--- config.mk ---
export PLATFORM = sky130hd
export DESIGN_NAME = n101_jtag_master
export DESIGN_NICKNAME = d
export VERILOG_FILES = /design/src/rtl/n101_jtag_master.sv
export SDC_FILE = /design/constraint.sdc
export NUM_CORES = 1
export LEC_CHECK = 0
export ABC_AREA = 1
export ABC_CLOCK_PERIOD_IN_PS = 4700
export CAP_MARGIN = 40
export CORE_ASPECT_RATIO = 0.7
export CORE_MARGIN = 5
export CORE_UTILIZATION = 50
export DETAILED_ROUTE_END_ITERATION = 16
export PLACE_DENSITY_LB_ADDON = 0.08
export SYNTH_ARGS = -nofsm -noshare
export SYNTH_HDL_FRONTEND = slang
export SYNTH_SLANG_ARGS = --single-unit
--- constraint.sdc ---
create_clock -name clk -period 4.7 [get_ports clk]
set_input_delay 0.47 -clock clk [delete_from_list [all_inputs] [get_ports clk]]
set_output_delay 0.47 -clock clk [all_outputs]
set_load 0.005 [all_outputs]
--- src/rtl/n101_jtag_master.sv ---
// JTAG shift master: shifts up to 32 TMS/TDI bits per command and returns captured TDO.
// Optional TRST output enabled by defining N101_JTAG_MASTER_TRST_EN.
module n101_jtag_master #(
  parameter int unsigned LEN_W = 5,
  parameter int unsigned DIV_W = 8
) (
  input  logic             clk,
  input  logic             rst_n,
  input  logic [DIV_W-1:0] cfg_div,
  input  logic             cmd_valid,
  output logic             cmd_ready,
  input  logic [LEN_W-1:0] cmd_len,
  input  logic [31:0]      cmd_tms,
  input  logic [31:0]      cmd_tdi,
`ifdef N101_JTAG_MASTER_TRST_EN
  input  logic             cmd_trst,
  output logic             jtag_trst_n,
`endif
  output logic             rsp_valid,
  input  logic             rsp_ready,
  output logic [31:0]      rsp_tdo,
  output logic             busy,
  output logic             jtag_tck,
  output logic             jtag_tms,
  output logic             jtag_tdi,
  input  logic             jtag_tdo
);

  localparam int unsigned IDX_W = 5;

  localparam logic [1:0] S_IDLE = 2'd0;
  localparam logic [1:0] S_LOW  = 2'd1;
  localparam logic [1:0] S_HIGH = 2'd2;
  localparam logic [1:0] S_RESP = 2'd3;

  logic [1:0]       state, state_n;
  logic [DIV_W-1:0] cnt, cnt_n, div_q, div_n;
  logic [LEN_W-1:0] idx, idx_n, idx_inc, len_q, len_n;
  logic [31:0]      tms_vec, tms_vec_n, tdi_vec, tdi_vec_n, tdo_n;
  logic             tms_n, tdi_n;
`ifdef N101_JTAG_MASTER_TRST_EN
  logic             trst_n_n;
`endif

  // Next-state and next-output logic; every output is a register loaded from here.
  always_comb begin
    state_n   = state;
    cnt_n     = cnt;
    div_n     = div_q;
    idx_n     = idx;
    len_n     = len_q;
    tms_vec_n = tms_vec;
    tdi_vec_n = tdi_vec;
    tdo_n     = rsp_tdo;
    tms_n     = jtag_tms;
    tdi_n     = jtag_tdi;
`ifdef N101_JTAG_MASTER_TRST_EN
    trst_n_n  = jtag_trst_n;
`endif
    idx_inc   = idx + LEN_W'(1);
    case (state)
      S_IDLE: begin
        if (cmd_valid && cmd_ready) begin
          state_n   = S_LOW;
          cnt_n     = '0;
          div_n     = cfg_div;
          idx_n     = '0;
          len_n     = cmd_len;
          tms_vec_n = cmd_tms;
          tdi_vec_n = cmd_tdi;
          tdo_n     = '0;
          tms_n     = cmd_tms[0];
          tdi_n     = cmd_tdi[0];
`ifdef N101_JTAG_MASTER_TRST_EN
          trst_n_n  = ~cmd_trst;
`endif
        end
      end
      S_LOW: begin
        if (cnt == div_q) begin
          cnt_n   = '0;
          state_n = S_HIGH;
        end else begin
          cnt_n = cnt + DIV_W'(1);
        end
      end
      S_HIGH: begin
        if (cnt == div_q) begin
          cnt_n                = '0;
          tdo_n[IDX_W'(idx)]   = jtag_tdo;
          if (idx == len_q) begin
            state_n = S_RESP;
`ifdef N101_JTAG_MASTER_TRST_EN
            trst_n_n = 1'b1;
`endif
          end else begin
            // Next bit launches together with the TCK falling edge.
            idx_n   = idx_inc;
            tms_n   = tms_vec[IDX_W'(idx_inc)];
            tdi_n   = tdi_vec[IDX_W'(idx_inc)];
            state_n = S_LOW;
          end
        end else begin
          cnt_n = cnt + DIV_W'(1);
        end
      end
      S_RESP: begin
        if (rsp_ready) state_n = S_IDLE;
      end
      default: state_n = S_IDLE;
    endcase
  end

  always_ff @(posedge clk or negedge rst_n) begin
    if (!rst_n) begin
      state       <= S_IDLE;
      cnt         <= '0;
      div_q       <= '0;
      idx         <= '0;
      len_q       <= '0;
      tms_vec     <= '0;
      tdi_vec     <= '0;
      rsp_tdo     <= '0;
      jtag_tck    <= 1'b0;
      jtag_tms    <= 1'b1;
      jtag_tdi    <= 1'b0;
      cmd_ready   <= 1'b0;
      rsp_valid   <= 1'b0;
      busy        <= 1'b0;
`ifdef N101_JTAG_MASTER_TRST_EN
      jtag_trst_n <= 1'b1;
`endif
    end else begin
      state       <= state_n;
      cnt         <= cnt_n;
      div_q       <= div_n;
      idx         <= idx_n;
      len_q       <= len_n;
      tms_vec     <= tms_vec_n;
      tdi_vec     <= tdi_vec_n;
      rsp_tdo     <= tdo_n;
      jtag_tck    <= (state_n == S_HIGH);
      jtag_tms    <= tms_n;
      jtag_tdi    <= tdi_n;
      cmd_ready   <= (state_n == S_IDLE);
      rsp_valid   <= (state_n == S_RESP);
      busy        <= (state_n != S_IDLE);
`ifdef N101_JTAG_MASTER_TRST_EN
      jtag_trst_n <= trst_n_n;
`endif
    end
  end

endmodule

==> summary.md <==
| Metric | Value |
|---|---|
| Clk Tree Root Cell | clkbuf_16 |
| Peak supply drop | 0.394 mV |
| Pin count of the biggest net entering global routing | 87 |
| # port buffers | 119 |
| Share of cells above drive strength 1 | 0.112 |
| Clock sink total | 130 |
| R2R setup slack | 2.03 ns |
| Post-synth top area share | 0.496 |
| Vias | 5500 |
| Worst-Margin Slew | 0.636 ns |
| Area growth syn-to-layout | 29.9% |
| Clock Latency Late Sink | 0.41 ns |
| Worst Clk Skew | 0.00936 ns |
| CTS Buffer Depth | 2 |
| Pwr Density | 495 nW/µm² |
| Commonest non-fill, non-tap cell in the layout | dfrtp_1 |
| Int Power | 0.00286 W |
| DRC marker count from the first detailed-route iteration | 300 |
| WL per Instance | 15.2 µm |
| Crit path DAT | 2.94 ns |
| CTS resizes | 0 |
| Most frequent cells in the layout | dfrtp_1, clkdlybuf4s50_1, nor2_1, inv_1, nand2_1 |
| Yosys cell types | 35 |
| Total gr overflow | 0 |
| RSZ-0062 raised after global routing | false |
| Pwr Total | 0.00418 W |
| Num ports | 120 |
| Worst min-delay path class | in2async |
| Crit-path max FO | 20 |
| Crit path capture | rsp_tdo[25]$_DFFE_PN0P_ |
| Critical R2R Capture | rsp_tdo[25]$_DFFE_PN0P_ |
| Total negative setup slack | 0 ns |
| Initial antenna violation count | 0 |
| Fin worst setup slack | 2.03 ns |
| Status | finished clean |
| Final Max Slew Viols | 0 |
| Clock power frac | 0.324 |
| Synth warnings | 0 |
| Pleak | 3.76 nW |
| Avg Cell Area, Syn | 8.45 µm² |
| DRC Markers | 0 |
| Final setup violation count | 0 |
| Psw | 0.00132 W |
| Leading area contributor after synthesis | dfrtp_1 |
| Postcts setup bufs | 0 |
| Cell count after synthesis | 770 |
| Maxcap violations | 0 |
| Critical Path Start | state[0]$_DFF_PN0_ |
| Final ANT Viol Nets | 0 |
| Register bit total from synthesis | 130 |
| Startpoint types | flip-flop |
| Crit. End Element | flip-flop |
| GPL Wtd Cong | 0.831 |
| Vias per cell | 5.21 |
| Sequential element share of the synthesized area | 0.500 |
| Hold slack | 0.0465 ns |
| CP Data Required Time | 4.97 ns |
| CTS tree | yes |
| Core area | 12600 µm² |
| Combinational power share | 0.279 |
| Fmax achieved | 0.374 GHz |
| Ant. Diodes | 0 |
| Reg power frac | 0.398 |
| Leading post-synthesis cells by cell area | dfrtp_1, mux2_2, inv_1 |
| # hold bufs at CTS | 0 |
| Height of the die | 105 µm |
| Total CTS buffers | 17 |
| CP Class | reg2reg |
| Slew HR | 0.576 |
| H-tree lvl count | 4 |
| Post-synth net total | 861 |
| Final Cycle Share | 0.569 |
| Starting density of the core | 0.517 |
| Final Hold Violating Endpoints | 0 |
| Vias in the first global route | 5513 |
| Total Wirelength | 16.1 mm |
| Fin nets | 971 |
| First-pass GRT wire length | 27.1 mm |
| Switching Share | 0.316 |
| Reg2reg path depth | 9 |
| Total GRT Usage | 0.212 |
| Detailed Routing Iterations Pass 1 | 5 |
| Reg2Reg Launch Point | state[0]$_DFF_PN0_ |
| Synthesized area | 6510 µm² |
| FP Rows | 34 |
| Worst-path clk slew | 0.06 ns |
| Width of the die | 146 µm |
| Dpl ws | 2.04 ns |
| Total Die Area | 15400 µm² |
| HPWL after DPL | 11.4 mm |
| Tmin final | 2.67 ns |
## layer usage
layer,vias up,part of all wire,routed length [µm],GRT usage
li1,2702,-,-,-
met1,2621,0.47,7630,0.300
met2,157,0.46,7390,0.336
met3,20,0.051,813,0.0442
met4,0,0.015,242,0.0577
met5,-,0,0,0
## layout make-up
| cell class | instances | area (µm²) |
|---|---|---|
| fillers | 1009 | 4140 |
| flip-flops and latches | 130 | 3260 |
| multi-input cells | 492 | 2650 |
| repair buffers | 127 | 1320 |
| clock buffers | 20 | 457 |
| inverters | 112 | 420 |
| well taps | 162 | 203 |
| clock inverters | 12 | 158 |
## state kept, by name, summed over array words and instances, names as in the netlist, 2 cells and up
signal,flops
div_q,8
cnt,8
len_q,5
rsp_tdo,32
state,2
tms_vec,32
idx,5
tdi_vec,32
## how the worst min path moves through the flow
stage | endpoint | from
finish | tdi_vec[12]$_DFFE_PN0P_ | rst_n
CTS | tdi_vec[12]$_DFFE_PN0P_ | rst_n
floorplan | busy$_DFF_PN0_ | rst_n
global placement | rsp_tdo[6]$_DFFE_PN0P_ | rsp_tdo[6]$_DFFE_PN0P_
global route | tdi_vec[18]$_DFFE_PN0P_ | rst_n
detailed placement | rsp_tdo[2]$_DFFE_PN0P_ | rsp_tdo[2]$_DFFE_PN0P_
## cells in the mapped netlist
library cell    n
a21boi_0        1
a21oi_1        66
a22oi_1         1
buf_1           8
buf_12          1
buf_2          10
buf_4           2
buf_6           3
clkbuf_1       11
clkbuf_2        1
dfrtp_1       129
dfstp_2         1
ha_1            9
inv_1         107
inv_2           5
mux2_2         37
nand2_1       107
nand2_2         4
nand3_1        36
nand3_2         3
nand4_1         3
nor2_1        107
nor2_2          1
nor2_4          1
nor2_8          1
nor3_1          1
o211ai_1       15
o21a_1          2
o21ai_0        70
o21ai_1         9
o21ai_2         5
o22ai_1         6
o31ai_1         1
xnor2_1         3
xor2_1          3
## power groups by stage
| stage | registers (W) | logic, W | clock network (W) |
|---|---|---|---|
| finish | 0.00166 | 0.00117 | 0.00135 |
| detailed placement | 0.00167 | 0.00116 | 0 |
| global route | 0.00170 | 0.00133 | 0.00142 |
| CTS | 0.00166 | 0.00118 | 0.00137 |
| floorplan | 0.00162 | 0.000887 | 0 |
| global placement | 0.00166 | 0.00110 | 0 |
## kinds of logic (layout without fill, tap and decap cells)
kind of cell	count (synthesis)	count (layout)	share of synthesized area
AO/OA/AOI/OAI	176	176	0.147
XOR/XNOR	6	6	0.00808
adder cells (fa/ha/maj)	9	9	0.0173
buffers and inverters	148	271	0.0946
flip-flops	130	130	0.500
multiplexers	37	37	0.0640
AND/OR/NAND/NOR	264	264	0.169
## worst max-delay path, stage by stage (launching register included)
cell and delay, ns:
dfrtp_1 0.41, inv_1 0.09, ha_1 0.56, nor2_1 0.15
nor2_1 0.24, nand2_2 0.33, inv_1 0.40, o21ai_0 0.19
nand2_1 0.08, o21ai_0 0.08
## metrics by stage
step / cells / util / area (µm²)
after CTS: 1055 / 0.672 / 8460
after global routing: 1055 / 0.672 / 8460
final: 1055 / 0.672 / 8460
after floorplan: 770 / - / 6510
after global placement: 1019 / 0.615 / 7740
after detailed placement: 1023 / 0.623 / 7840
(Power assumes the default switching activity.)
